`src/rtl/div_unit_pkg.sv`:
```
// Shared definitions for the divider: operation codes, FSM encodings, iteration count.
// Also holds the per-iteration state record and a conditional absolute-value helper.
package div_unit_pkg;

  localparam int XLEN  = 32;
  localparam int AW    = 5;
  localparam int ITERS = 32;
  localparam int CNT_W = 6;

  localparam logic [1:0] FUNC_DIV  = 2'b00;
  localparam logic [1:0] FUNC_DIVU = 2'b01;
  localparam logic [1:0] FUNC_REM  = 2'b10;
  localparam logic [1:0] FUNC_REMU = 2'b11;

  localparam logic [1:0] ST_IDLE = 2'd0;
  localparam logic [1:0] ST_CALC = 2'd1;
  localparam logic [1:0] ST_FIX  = 2'd2;
  localparam logic [1:0] ST_FIN  = 2'd3;

  typedef struct packed {
    logic [XLEN:0]   rem;
    logic [XLEN-1:0] quo;
  } step_t;

  function automatic logic [XLEN-1:0] abs_if(input logic [XLEN-1:0] v, input logic sgn);
    return (sgn && v[XLEN-1]) ? (~v + 32'd1) : v;
  endfunction

endpackage

```
`src/rtl/div_unit_if.sv`:
```
// Request/response bundle between the issue stage and the divider.
// Master drives the request and flush; slave returns result, address and status.
interface div_unit_if;
  import div_unit_pkg::*;

  logic            start;
  logic [1:0]      func;
  logic [XLEN-1:0] op1;
  logic [XLEN-1:0] op2;
  logic [AW-1:0]   dest;
  logic            kill;
  logic [XLEN-1:0] result;
  logic [AW-1:0]   result_addr;
  logic            busy;
  logic            done;

  modport master (
    output start, func, op1, op2, dest, kill,
    input  result, result_addr, busy, done
  );

  modport slave (
    input  start, func, op1, op2, dest, kill,
    output result, result_addr, busy, done
  );

endinterface

```
`src/rtl/div_step.sv`:
```
// One restoring shift-subtract iteration: shift the next dividend bit into the partial
// remainder, subtract the divisor, keep the difference only if it did not borrow.
module div_step
  import div_unit_pkg::*;
(
  input  step_t           cur_i,
  input  logic [XLEN-1:0] dvs_i,
  output step_t           nxt_o
);

  logic          borrow;
  logic [XLEN:0] diff;

  always_comb begin
    {borrow, diff} = {cur_i.rem, cur_i.quo[XLEN-1]} - {2'b00, dvs_i};
    nxt_o.rem      = borrow ? {cur_i.rem[XLEN-1:0], cur_i.quo[XLEN-1]} : diff;
    nxt_o.quo      = {cur_i.quo[XLEN-2:0], ~borrow};
  end

endmodule

```
`src/rtl/div_unit.sv`:
```
// Iterative 32-bit RISC-V divider: DIV/DIVU/REM/REMU, 33-cycle latency, one bit per cycle.
// Divide-by-zero and signed overflow skip the iteration loop and finish one cycle after start.
module div_unit
  import div_unit_pkg::*;
(
  input logic       clk,
  input logic       rst_n,
  div_unit_if.slave bus
);

  logic [1:0]       state_q, state_d;
  logic             rem_sel_q, rem_sel_d;
  logic             neg_q, neg_d;
  logic             byp_q, byp_d;
  logic [AW-1:0]    dest_q, dest_d;
  logic [XLEN-1:0]  quo_q, quo_d;
  logic [XLEN-1:0]  dvs_q, dvs_d;
  logic [XLEN:0]    rem_q, rem_d;
  logic [CNT_W-1:0] cnt_q, cnt_d;
  logic [XLEN-1:0]  result_q, result_d;
  logic [AW-1:0]    raddr_q, raddr_d;

  logic            accept;
  logic            in_signed, in_rem, div_zero, ovf;
  logic [XLEN-1:0] special;
  logic [XLEN-1:0] mag;
  step_t           step_cur, step_nxt;

  assign step_cur.rem = rem_q;
  assign step_cur.quo = quo_q;

  div_step u_step (
    .cur_i (step_cur),
    .dvs_i (dvs_q),
    .nxt_o (step_nxt)
  );

  assign accept    = bus.start && (state_q == ST_IDLE || state_q == ST_FIN);
  assign in_signed = ~bus.func[0];
  assign in_rem    = bus.func[1];
  assign div_zero  = (bus.op2 == '0);
  assign ovf       = in_signed && (bus.op1 == 32'h8000_0000) && (bus.op2 == 32'hFFFF_FFFF);
  assign special   = div_zero ? (in_rem ? bus.op1 : 32'hFFFF_FFFF)
                              : (in_rem ? 32'h0000_0000 : 32'h8000_0000);
  assign mag       = rem_sel_q ? rem_q[XLEN-1:0] : quo_q;

  always_comb begin
    state_d   = state_q;
    rem_sel_d = rem_sel_q;
    neg_d     = neg_q;
    byp_d     = byp_q;
    dest_d    = dest_q;
    quo_d     = quo_q;
    dvs_d     = dvs_q;
    rem_d     = rem_q;
    cnt_d     = cnt_q;
    result_d  = result_q;
    raddr_d   = raddr_q;

    case (state_q)
      ST_IDLE, ST_FIN: begin
        state_d = ST_IDLE;
        if (accept) begin
          rem_sel_d = in_rem;
          dest_d    = bus.dest;
          cnt_d     = '0;
          rem_d     = '0;
          dvs_d     = abs_if(bus.op2, in_signed);
          neg_d     = in_signed && (in_rem ? bus.op1[XLEN-1]
                                           : (bus.op1[XLEN-1] ^ bus.op2[XLEN-1]));
          // Special cases park their final answer in the quotient register.
          if (div_zero || ovf) begin
            byp_d   = 1'b1;
            quo_d   = special;
            state_d = ST_FIX;
          end else begin
            byp_d   = 1'b0;
            quo_d   = abs_if(bus.op1, in_signed);
            state_d = ST_CALC;
          end
        end
      end
      ST_CALC: begin
        quo_d = step_nxt.quo;
        rem_d = step_nxt.rem;
        cnt_d = cnt_q + 6'd1;
        if (cnt_q == CNT_W'(ITERS - 1)) begin
          state_d = ST_FIX;
        end
      end
      ST_FIX: begin
        result_d = byp_q ? quo_q : (neg_q ? (~mag + 32'd1) : mag);
        raddr_d  = dest_q;
        state_d  = ST_FIN;
      end
      default: state_d = ST_IDLE;
    endcase

    if (bus.kill) begin
      state_d = ST_IDLE;
    end
  end

  always_ff @(posedge clk or negedge rst_n) begin
    if (!rst_n) begin
      state_q   <= ST_IDLE;
      rem_sel_q <= 1'b0;
      neg_q     <= 1'b0;
      byp_q     <= 1'b0;
      dest_q    <= '0;
      quo_q     <= '0;
      dvs_q     <= '0;
      rem_q     <= '0;
      cnt_q     <= '0;
      result_q  <= '0;
      raddr_q   <= '0;
    end else begin
      state_q   <= state_d;
      rem_sel_q <= rem_sel_d;
      neg_q     <= neg_d;
      byp_q     <= byp_d;
      dest_q    <= dest_d;
      quo_q     <= quo_d;
      dvs_q     <= dvs_d;
      rem_q     <= rem_d;
      cnt_q     <= cnt_d;
      result_q  <= result_d;
      raddr_q   <= raddr_d;
    end
  end

  assign bus.result      = result_q;
  assign bus.result_addr = raddr_q;
  assign bus.busy        = (state_q == ST_CALC) || (state_q == ST_FIX);
  assign bus.done        = (state_q == ST_FIN);

endmodule

```
`src/flat_wrapper.sv`:
```
// flat-port wrapper written by rule: the top's interface ports become plain ports
module div_unit_flat import div_unit_pkg::*;
  (clk, rst_n, bus_start, bus_func, bus_op1, bus_op2, bus_dest, bus_kill, bus_result, bus_result_addr, bus_busy, bus_done);
  div_unit_if bus_i ();
  input logic clk;
  input logic rst_n;
  input wire logic [$bits(bus_i.start)-1:0] bus_start;
  input wire logic [$bits(bus_i.func)-1:0] bus_func;
  input wire logic [$bits(bus_i.op1)-1:0] bus_op1;
  input wire logic [$bits(bus_i.op2)-1:0] bus_op2;
  input wire logic [$bits(bus_i.dest)-1:0] bus_dest;
  input wire logic [$bits(bus_i.kill)-1:0] bus_kill;
  output wire logic [$bits(bus_i.result)-1:0] bus_result;
  output wire logic [$bits(bus_i.result_addr)-1:0] bus_result_addr;
  output wire logic [$bits(bus_i.busy)-1:0] bus_busy;
  output wire logic [$bits(bus_i.done)-1:0] bus_done;
  assign bus_i.start = bus_start;
  assign bus_i.func = bus_func;
  assign bus_i.op1 = bus_op1;
  assign bus_i.op2 = bus_op2;
  assign bus_i.dest = bus_dest;
  assign bus_i.kill = bus_kill;
  assign bus_result = bus_i.result;
  assign bus_result_addr = bus_i.result_addr;
  assign bus_busy = bus_i.busy;
  assign bus_done = bus_i.done;
  div_unit u_core (.clk(clk), .rst_n(rst_n), .bus(bus_i));
endmodule
```
`config.mk`:
```
export PLATFORM = sky130hd
export DESIGN_NAME = div_unit_flat
export DESIGN_NICKNAME = d
export VERILOG_FILES = /design/src/rtl/div_unit_pkg.sv /design/src/rtl/div_unit_if.sv /design/src/rtl/div_step.sv /design/src/rtl/div_unit.sv /design/src/flat_wrapper.sv
export SDC_FILE = /design/constraint.sdc
export NUM_CORES = 1
export LEC_CHECK = 0
export ABC_AREA = 0
export ABC_CLOCK_PERIOD_IN_PS = 5120
export CORE_AREA = 5 5 154 156
export CTS_BUF_LIST = sky130_fd_sc_hd__clkbuf_4
export CTS_CLUSTER_SIZE = 20
export DETAILED_ROUTE_END_ITERATION = 16
export DIE_AREA = 0 0 159 161
export GPL_TIMING_DRIVEN = 0
export HOLD_SLACK_MARGIN = 0.03
export PLACE_DENSITY_LB_ADDON = 0.15
export SYNTH_ARGS = -nofsm -noshare
export SYNTH_HDL_FRONTEND = slang
export SYNTH_SLANG_ARGS = --single-unit
```
`constraint.sdc`:
```
create_clock -name clk -period 5.12 [get_ports clk]
set_input_delay 1.28 -clock clk [delete_from_list [all_inputs] [get_ports clk]]
set_output_delay 1.28 -clock clk [all_outputs]
set_load 0.01 [all_outputs]
```
==> key figures <==
Global routing
  • First-pass GRT wire length: roughly 61000 um
  • GR Util met1: 0.4297
  • Vias in the first global route: approximately 11000
  • Initial antenna violation count: 1
  • Largest net degree at the start of global routing: 87
  • Met2 usage: 0.4591
  • Grt ovf: 0
  • Met3 usage in global routing: 0.05154
  • Most used routing layer: met2
  • Tot GR Track Use: 0.2970

Layout
  • Area grow syn2layout: 15.69%
  • Share of post-route cells with drive strength above 1: 0.06998
  • Commonest non-fill, non-tap cells in the layout: 152 x nand2_1, 150 x dfrtp_1, 138 x nor2_1
  • Final Util: 0.6139
  • Most common cell after layout, fill and taps aside: nand2_1
  • Fin area: roughly 0.014 mm2
  • Finished Layout Cells: ~1900
  • Final layout net count: between 1500 and 2000

Floorplan
  • CORE AREA: approximately 0.022 mm2
  • Die Y: roughly 160 um
  • Starting Density: 0.5307
  • Core Rows: 55
  • Ports: between 100 and 150
  • Die width: 159 um
  • Die area: between 0.02 and 0.03 mm2

Placement
  • Inst Count DP: ~1900
  • Port bufs: around 110
  • DP HPWL: 30730 um
  • Pre-CTS setup slack: between 0.5 and 0.6 ns
  • Placed cell area: between 0.01 and 0.015 mm2
  • Final GP Congestion: approximately 1

Setup path
  • Worst setup path category: register to register
  • RR Startpoint: u_core.rem_sel_q
  • CP max stage cell: a221oi_1
  • CP Launch Type: register
  • Crit end category: register
  • CP Cell Sequence: buf_6 -> buf_6 -> clkbuf_1 -> buf_2 -> buf_2 -> buf_2 -> mux2i_1 -> ha_1 -> nand2b_1 -> o2111ai_1 -> or2_2 -> o21a_1 -> nor2_1 -> nor2_1 -> mux2i_1 -> a221oi_1 -> nor2_1
  • Data required time at the worst endpoint: ~5.6 ns
  • Critical path launch point: u_core.rem_sel_q
  • Worst Path Arrival: just over 5 ns
  • CP delay by family, top: buffers and inverters
  • Worst Path Buf+Inv: 6
  • Crit-path max cell delay: around 0.45 ns
  • R2R depth: 17
  • R2R setup slack: 0.41 ns
  • Worst R2R End: u_core.bus.result[16]
  • CP Max Fanout: 10

Routing
  • WL/cell: between 20 and 25 um
  • Initial DRC count: 1224
  • DRC errors left: 0
  • Final antenna-violating net count: 0
  • DR pass1 iterations: 8
  • DR vias/cell: approximately 6.2
  • Via count: 11930
  • Total wire length: slightly below 40000 um

Power
  • Pwr dens: between 500 and 600 mW/mm2
  • Gate power share: 0.604
  • Sw Share: 0.5119
  • Net Sw Power: 3.944 mW
  • Lkg Pwr: between 5 and 6 nW
  • Peak VDD IR: around 0.25 mV
  • Int Power: around 3.8 mW
  • Clock power frac: 0.112
  • Sequential power share: 0.284

Synthesis
  • Number of flops mapped to enable cells by yosys: 0
  • Synthesized Nets: around 1600
  • Post-Syn Area: 0.01180 mm2
  • Synthesis-stage register bit count: 150
  • Yosys warning total: 0
  • Yosys cell types: just under 90
  • Syn_area_per_cell: slightly below 8 um2
  • Yosys top cell by area: dfrtp_1
  • FFs w/ async S/R, synth: 1.000
  • Synth top area share: 0.3182
  • Synthesized instance count: between 1000 and 1500
  • Ranking of synthesized cells by area: dfrtp_1 32%, a21oi_1 5.6%, nand2_1 4.8%, o21ai_0 4.7%, nor2_1 4.4%
  • Sequential element share of the synthesized area: 0.3182
  • Main synth FF type: dfrtp_1

Timing
  • Relative slew slack: 0.4728
  • Fin. max-slew vios: 0
  • Fin worst setup slack: roughly 0.41 ns
  • Setup Viol. Count Final: 0
  • Slew @ Worst Pin: just under 0.8 ns
  • RSZ-0062 raised after global routing: false
  • Skew final: between 0.02 and 0.03 ns
  • Fin. Hold Viols: 0
  • Min cycle time layout: about 4.7 ns
  • Fmax: ~0.21 GHz
  • Fin crit share: 0.9209

Clock tree
  • Htree depth: 4
  • Inserted Clock Buffers: 17
  • Clk buf depth: 2
  • CTS-repair resized insts: 0
  • Clk slew on worst S/H paths: 0.15 ns
  • Clock Latency Late Sink: 0.58 ns
  • Post-CTS setup buffer count: 0
  • CTS sink count: 150
  • Hold-fix buffers, CTS: 0
  • Clk root buf: clkbuf_4
  • CTS tree: done

Hold path
  • Cells on Worst Hold Path: 1
  • Hold Path Origin: u_core.bus.result[20]
  • Sink of the worst hold path: u_core.bus.result[20]
  • Hold Crit Class: register to register

Outcome
  • Outcome: completed

Run
  • Max-Cap Viols: 0
power by group through the flow:
stage / clock [mW] / sequential, mW / combinational, mW
2_1_floorplan: 0 / 2.04 / 3.07
3_3_place_gp: 0 / 2.16 / 4.49
3_5_place_dp: 0 / 2.18 / 4.55
4_1_cts: 0.873 / 2.15 / 4.58
5_1_grt: 0.922 / 2.23 / 5.08
6_report: 0.864 / 2.18 / 4.66
per-stage QoR:
step | hold WS (ns) | power (mW) | TNS, ns
floorplan | 0.4498 | 5.107 | 0
global placement | 0.4611 | 6.651 | -502.48
detailed placement | 0.4718 | 6.737 | 0
CTS | 0.5065 | 7.604 | 0
global route | 0.5272 | 8.235 | 0
finish | 0.4976 | 7.706 | 0
worst reg2reg max path: stages (launching register included):
cell       delay [ns]
dfrtp_1          0.37
buf_6            0.15
buf_6            0.15
clkbuf_1         0.42
buf_2            0.38
buf_2            0.33
buf_2            0.31
mux2i_1          0.26
ha_1             0.22
nand2b_1         0.22
o2111ai_1        0.26
or2_2            0.40
o21a_1           0.25
nor2_1           0.15
nor2_1           0.08
mux2i_1          0.15
a221oi_1         0.45
nor2_1           0.07
worst max-delay path by stage:
stage | endpoint | slack, ns | cells after the start
floorplan | u_core.bus.result[16] | 1.56 | 17
global placement | u_core.cnt_q[3] | -3.37 | 1
detailed placement | u_core.bus.result[16] | 0.59 | 17
CTS | u_core.bus.result[16] | 0.56 | 17
global route | u_core.bus.result[16] | 0.23 | 17
finish | u_core.bus.result[16] | 0.41 | 17
Yosys cell counts (all sizes together) (5+ instances only):
cell type	instances
o22ai	21
xor2	39
mux2i	45
ha	40
a22oi	5
o211ai	5
o311ai	7
and4	5
nand2b	15
nand4	16
a21o	18
clkbuf	60
nor2	140
nor2b	21
nand2	154
nor3b	20
inv	77
xnor2	41
o21a	6
buf	27
nand3	29
a221oi	11
o31ai	18
o41ai	5
or2	6
nor3	52
o21ai	171
a21oi	132
a31oi	18
dfrtp	150
nor4	17
and2	5
mux2	16
a211oi	16
o221ai	12
or3	9
and3	8
registers in the layout (all words and copies together), names as in the netlist:
| register | count |
|---|---|
| u_core.rem_q | 33 |
| u_core.bus.result | 32 |
| u_core.dvs_q | 32 |
| u_core.quo_q | 32 |
| u_core.cnt_q | 6 |
| u_core.bus.result_addr | 5 |
| u_core.dest_q | 5 |
| u_core.state_q | 2 |
| u_core.byp_q | 1 |
| u_core.neg_q | 1 |
| u_core.rem_sel_q | 1 |
final cells by class:
class	count	area (um2)
fill	2022	8582
multi-input combinational	1169	7347
sequential	150	3754
timing repair buffer	114	1160
buffer	87	405.4
tap	285	356.6
inverter	77	289.0
clock inverter	15	203.9
clock buffer	17	127.6
antenna	1	2.502
logic make-up after synthesis:
logic type / count (synthesis) / synth area share
mux: 61 / 0.05346
compound gates: 479 / 0.2488
xor+xnor: 80 / 0.05940
buf+inv: 164 / 0.05887
fa+ha+maj: 41 / 0.04413
flops: 150 / 0.3182
simple gates: 508 / 0.2171
per-layer routing:
metal / share of wire / wire length [um]
met4: 0.029 / 1157
met1: 0.45 / 17900
met5: 0 / 0
met2: 0.43 / 17080
met3: 0.083 / 3253
(Power assumes the default switching activity.)
==> RTL change 1, RTL diff (same flow settings) <==
`result_q` and `raddr_q` no longer have a reset.
--- a/src/rtl/div_unit.sv
+++ b/src/rtl/div_unit.sv
@@ -112,8 +112,6 @@
       dvs_q     <= '0;
       rem_q     <= '0;
       cnt_q     <= '0;
-      result_q  <= '0;
-      raddr_q   <= '0;
     end else begin
       state_q   <= state_d;
       rem_sel_q <= rem_sel_d;
@@ -124,9 +122,12 @@
       dvs_q     <= dvs_d;
       rem_q     <= rem_d;
       cnt_q     <= cnt_d;
-      result_q  <= result_d;
-      raddr_q   <= raddr_d;
     end
+  end
+
+  always_ff @(posedge clk) begin
+    result_q <= result_d;
+    raddr_q  <= raddr_d;
   end
 
   assign bus.result      = result_q;
Function: differs if rst_n is asserted again (counterexample within 4 cycles, from zero or initial values and one cycle with rst_n low); with rst_n held inactive, the same outputs for 10 cycles.
==> RTL change 1 against the original RTL <==
Count of clock-buffer cells in the layout is 1 higher; area after synthesis is 1.9% lower; routed wire length increased by 2.2%; sequential cell count did not move; cell area fell by 1.9%; clock power fell by 10%; worst setup slack got worse by 0.17 ns; total power fell by 6.9%; global-route usage rose by 0.87 points; sequential share of layout area up 1.9 points.
==> RTL change 1: results (changes against the original RTL) <==
DR pass1 iterations=6 (-2); Nets=1,689 (-2.5%); Worst Hold Slack=0.4664 ns (-0.03116 ns); Placed Instance Area=13,100 um^2 (-1.6%); largest cells by area after synthesis=dfrtp_1, edfxtp_1, a21oi_1, o21ai_0, nand2_1; Seq/Total Area, Yosys=34.03% (+2.2 points); final wirelength=40,260 um (+2.2%); library cells used by synthesis=85 (-4.5%); status=finished, final reports clean; commonest cells in the netlist=nand2_1, a21oi_1, o21ai_0; met2 global-route usage=46.70% (+0.79 points); Async SR Flop Fraction=75.33% (-25 points); worst slew pin tran=1.034 ns (+0.2429 ns); Leak=5.438 nW (-4.9%); wl on met1=18,220 um (+1.8%); Synth Net Count=1,557 (-2.6%); Initial DRC Count=1,259 (+2.9%); GR Util met1=44.76% (+1.8 points); GRT Util Overall=30.57% (+0.87 points); Largest stage delay, worst path=0.90 ns (+0.45 ns); CP top delay family=simple AND/OR/NAND/NOR gates; pre-CTS WS=-0.1219 ns (-0.7140 ns); Worst EP arrival=5.31 ns (+0.15 ns); worst vdd ir=0.3080 mV (+23%); Hold Crit Start=u_core.dest_q[0]$_DFFE_PN0P_; met3 wire length=3322 um (+2.1%); Hold Path Stages=0 (-1); HPWL after DPL=31,250 um (+1.7%); Avg Inst Size Synth=8.033 um^2 (+1.0%); dpl cells=1,839 (-2.3%); vias per inst=6.306 (+1.2%); Clock transition at path regs=0.13 ns (-0.02 ns)
-- RTL change 1: cell count changes after synthesis, sizes merged, moves of 14 or more --
cell    change
a21oi      +23
dfrtp      -37
edfxtp     +37
mux2       -14
nor2       -23
-- RTL change 1: power by group --
group | switching, W | internal [W] | leakage [nW]
logic | 0.00265 | 0.00158 | 3.52
clock network | 0.000476 | 0.000301 | 0.159
registers | 0.000406 | 0.00176 | 1.76
total | 0.00354 | 0.00364 | 5.44
-- RTL change 1: how the worst max path moves through the flow --
stage | startpoint | endpoint | slack, ns | cells past startpoint
final | bus_op2[14] | u_core.quo_q[17]$_DFFE_PN0P_ | 0.23 | 11
after global routing | bus_op2[14] | u_core.quo_q[17]$_DFFE_PN0P_ | 0.12 | 11
after CTS | bus_op2[14] | u_core.quo_q[17]$_DFFE_PN0P_ | 0.46 | 11
after detailed placement | bus_op2[14] | u_core.quo_q[17]$_DFFE_PN0P_ | -0.12 | 11
after global placement | rst_n | u_core.quo_q[6]$_DFFE_PN0P_ | -1.76 | 1
after floorplan | u_core.rem_sel_q$_DFFE_PN0P_ | u_core.bus.result[30]$_DFFE_PN_ | 1.41 | 14
-- RTL change 1: cell families after synthesis --
family / after synthesis / synth area share (%)
buf+inv: 150 / 5.285
mux: 35 / 3.156
compound gates: 497 / 25.97
xor+xnor: 85 / 6.593
flops: 150 / 34.03
simple gates: 483 / 20.47
fa+ha+maj: 41 / 4.496
-- RTL change 1: area by class of cell --
type	count	area [um^2]	share of cell area (%)
inverters	66	247.7	1.851
multi-input cells	1141	7028	52.52
clock inverters	14	148.9	1.113
plain buffers	84	364.1	2.721
repair buffers	113	1160	8.668
flip-flops and latches	150	3939	29.43
well taps	285	356.6	2.665
diodes	1	2.502	0.01870
clock buffers	18	135.1	1.010
==> RTL change 2, RTL diff (config.mk and constraints unchanged) <==
Without the edit above. Reset style: synchronous (`rst_n`), changed in one clocked block.
--- a/src/rtl/div_unit.sv
+++ b/src/rtl/div_unit.sv
@@ -101,7 +101,7 @@
     end
   end
 
-  always_ff @(posedge clk or negedge rst_n) begin
+  always_ff @(posedge clk) begin
     if (!rst_n) begin
       state_q   <= ST_IDLE;
       rem_sel_q <= 1'b0;
Check against the original RTL: differs if rst_n is asserted again (counterexample within 4 cycles, from zero or initial values and one cycle with rst_n low); with rst_n held inactive, the same outputs for 10 cycles.
==> RTL change 2 against the original RTL <==
Routed wire length increased by 2.9%; count of clock-buffer cells in the layout unchanged; cell area decreased by 6.9%; area after synthesis decreased by 7.6%; worst setup slack got worse by 0.15 ns; register-to-register slack got worse by 0.13 ns; clock skew decreased by 0.0030 ns; sequential share of layout area decreased by 3.9 points; final cell count increased by 1.6%; sequential cell count unchanged.
Power is not compared: it rests on default switching activity, and its combinational part moved more than twofold at a synthesized area within 25%.
==> RTL change 2: results (changes against the original RTL) <==
detailed-route via count=12,140 (+1.7%); Nets=1,762 (+1.7%); clock buffer count from CTS=17 (unchanged); Seq/Total Area, Yosys=27.54% (-4.3 points); HP Class=flip-flop to flip-flop; GRT Util Overall=30.26% (+0.55 points); wl on met1=18,060 um (+0.89%); largest net degree at the start of global routing=20 (-77%); layout cells sized above 1=3.677% (-3.3 points); CP top delay family=simple AND/OR/NAND/NOR gates; slowest stage cell, crit path=nor4_4; internal power=0.001829 W; met2 WL post-DR=17,100 um (+0.12%); filler instances=2,219 (+9.7%); clk_lat worst skew=0.61 ns (+0.03 ns); Largest stage delay, worst path=0.62 ns (+0.17 ns); Port-buffer cells=113 (unchanged); final clock skew=0.02674 ns (-0.002957 ns); Clock transition at path regs=0.16 ns; Primary FF master, synth=dfxtp_1; GR Util met1=41.94% (-1.0 points); library cells used by synthesis=72 (-19%); commonest cells in the netlist=a21oi_1, nor2_1, nand2_1; vias in the first global route=11,190 (+0.89%); DR pass1 iterations=6 (-2); final hold vios=0 (unchanged); Max clock buf depth=2 (unchanged); R2R cell count=15 (-2); status=finished, final reports clean; final wirelength=40,550 um (+2.9%); Synth Net Count=1,631 (+2.0%); first-pass GRT wire length=62,510 um (+1.7%); met2 global-route usage=46.16% (+0.25 points); met3 wire length=3584 um (+10%); Initial DRC Count=1,024 (-16%); gp weighted congestion=0.9926 (-1.7%); Reg with most FFs=u_core.rem_q; met3 Resource Use GR=5.767% (+0.61 points); Rel. slew slack=33.62% (-14 points); uppermost routed layer=met4; Async SR Flop Fraction=0% (-100 points); Crit Path Max Fanout=10 (unchanged); HPWL after DPL=31,050 um (+1.1%); Hold Path Stages=2 (+1); CTS resizes=2 (+2); largest cells by area after synthesis=dfxtp_1, a21oi_1, o21ai_0, nor2_1, nand2_1; Worst EP arrival=5.35 ns (+0.19 ns); Largest register FFs=33 (unchanged)
-- RTL change 2: cell count changes after synthesis, moves of 16 or more --
cell      unedited run  this run
a211oi_1            15        35
a21oi_1            131       167
clkbuf_1            60        76
dfrtp_1            150         0
dfxtp_1              0       150
inv_1               77        60
mux2i_1             45        28
nor2_1             138       161
o21ai_0            111       140
o21ai_1             59         4
or3_1                9        27
-- RTL change 2: worst reg2reg max path: stages, from the launching register on --
cell	delay (ns)
dfxtp_1	0.43
buf_6	0.20
buf_2	0.41
clkbuf_1	0.46
clkbuf_2	0.36
buf_2	0.34
buf_2	0.36
mux2i_1	0.26
ha_1	0.20
nor2_1	0.11
nor4_1	0.48
nand3_1	0.22
o31ai_1	0.43
mux2i_1	0.23
o22ai_1	0.12
a21oi_1	0.18
-- RTL change 2: kinds of logic after synthesis --
| kind of cell | share of synthesized area (%) |
|---|---|
| and+or+nand+nor | 23.69 |
| AOI/OAI and AO/OA | 29.59 |
| buffers and inverters | 5.496 |
| DFF | 27.54 |
| xor gates and xnor gates | 6.024 |
| adders and majority gates | 4.773 |
| muxes | 2.880 |
-- RTL change 2: path summary, 6_finish.rpt --
| check | start | endpoint | slack [ns] |
|---|---|---|---|
| max reg2reg | u_core.rem_sel_q$_SDFFE_PN0P_ | u_core.bus.result[28]$_SDFFE_PN0P_ | 0.28 |
| min reg2reg | u_core.dest_q[1]$_SDFFE_PN0P_ | u_core.dest_q[1]$_SDFFE_PN0P_ | 0.47 |
| min | u_core.dest_q[1]$_SDFFE_PN0P_ | u_core.dest_q[1]$_SDFFE_PN0P_ | 0.47 |
| max | bus_op2[3] | u_core.quo_q[11]$_SDFFE_PN0P_ | 0.26 |
-- RTL change 2: through the flow --
stage	setup WS (ns)	cells	instance area, um^2	hold slack, ns	util [%]
2_1_floorplan	0.9347	1515	10900	0.4319	-
3_3_place_gp	-0.6113	1913	12390	0.4454	55.75
3_5_place_dp	-0.5457	1913	12390	0.4502	55.75
4_1_cts	0.2929	1944	12700	0.4700	57.13
5_1_grt	0.08898	1945	12700	0.4993	57.15
6_report	0.2601	1945	12700	0.4690	57.15
-- RTL change 2: cell type report --
cell class	count	share of cell area (%)
multi-input cells	1208	57.49
flip-flops and latches	150	23.64
repair buffers	113	8.905
plain buffers	93	2.857
well taps	285	2.807
inverters	63	1.862
clock inverters	15	1.418
clock buffers	17	1.005
diodes	1	0.01970
-- RTL change 2: power by group through the flow --
| stage | sequential [W] | clock, W | combinational (W) |
|---|---|---|---|
| after floorplan | 0.00131 | 0 | 0.000534 |
| after global placement | 0.00134 | 0 | 0.000814 |
| after detailed placement | 0.00134 | 0 | 0.000819 |
| after CTS | 0.00132 | 0.000816 | 0.000822 |
| after global routing | 0.00133 | 0.000862 | 0.000923 |
| final | 0.00132 | 0.000813 | 0.000844 |
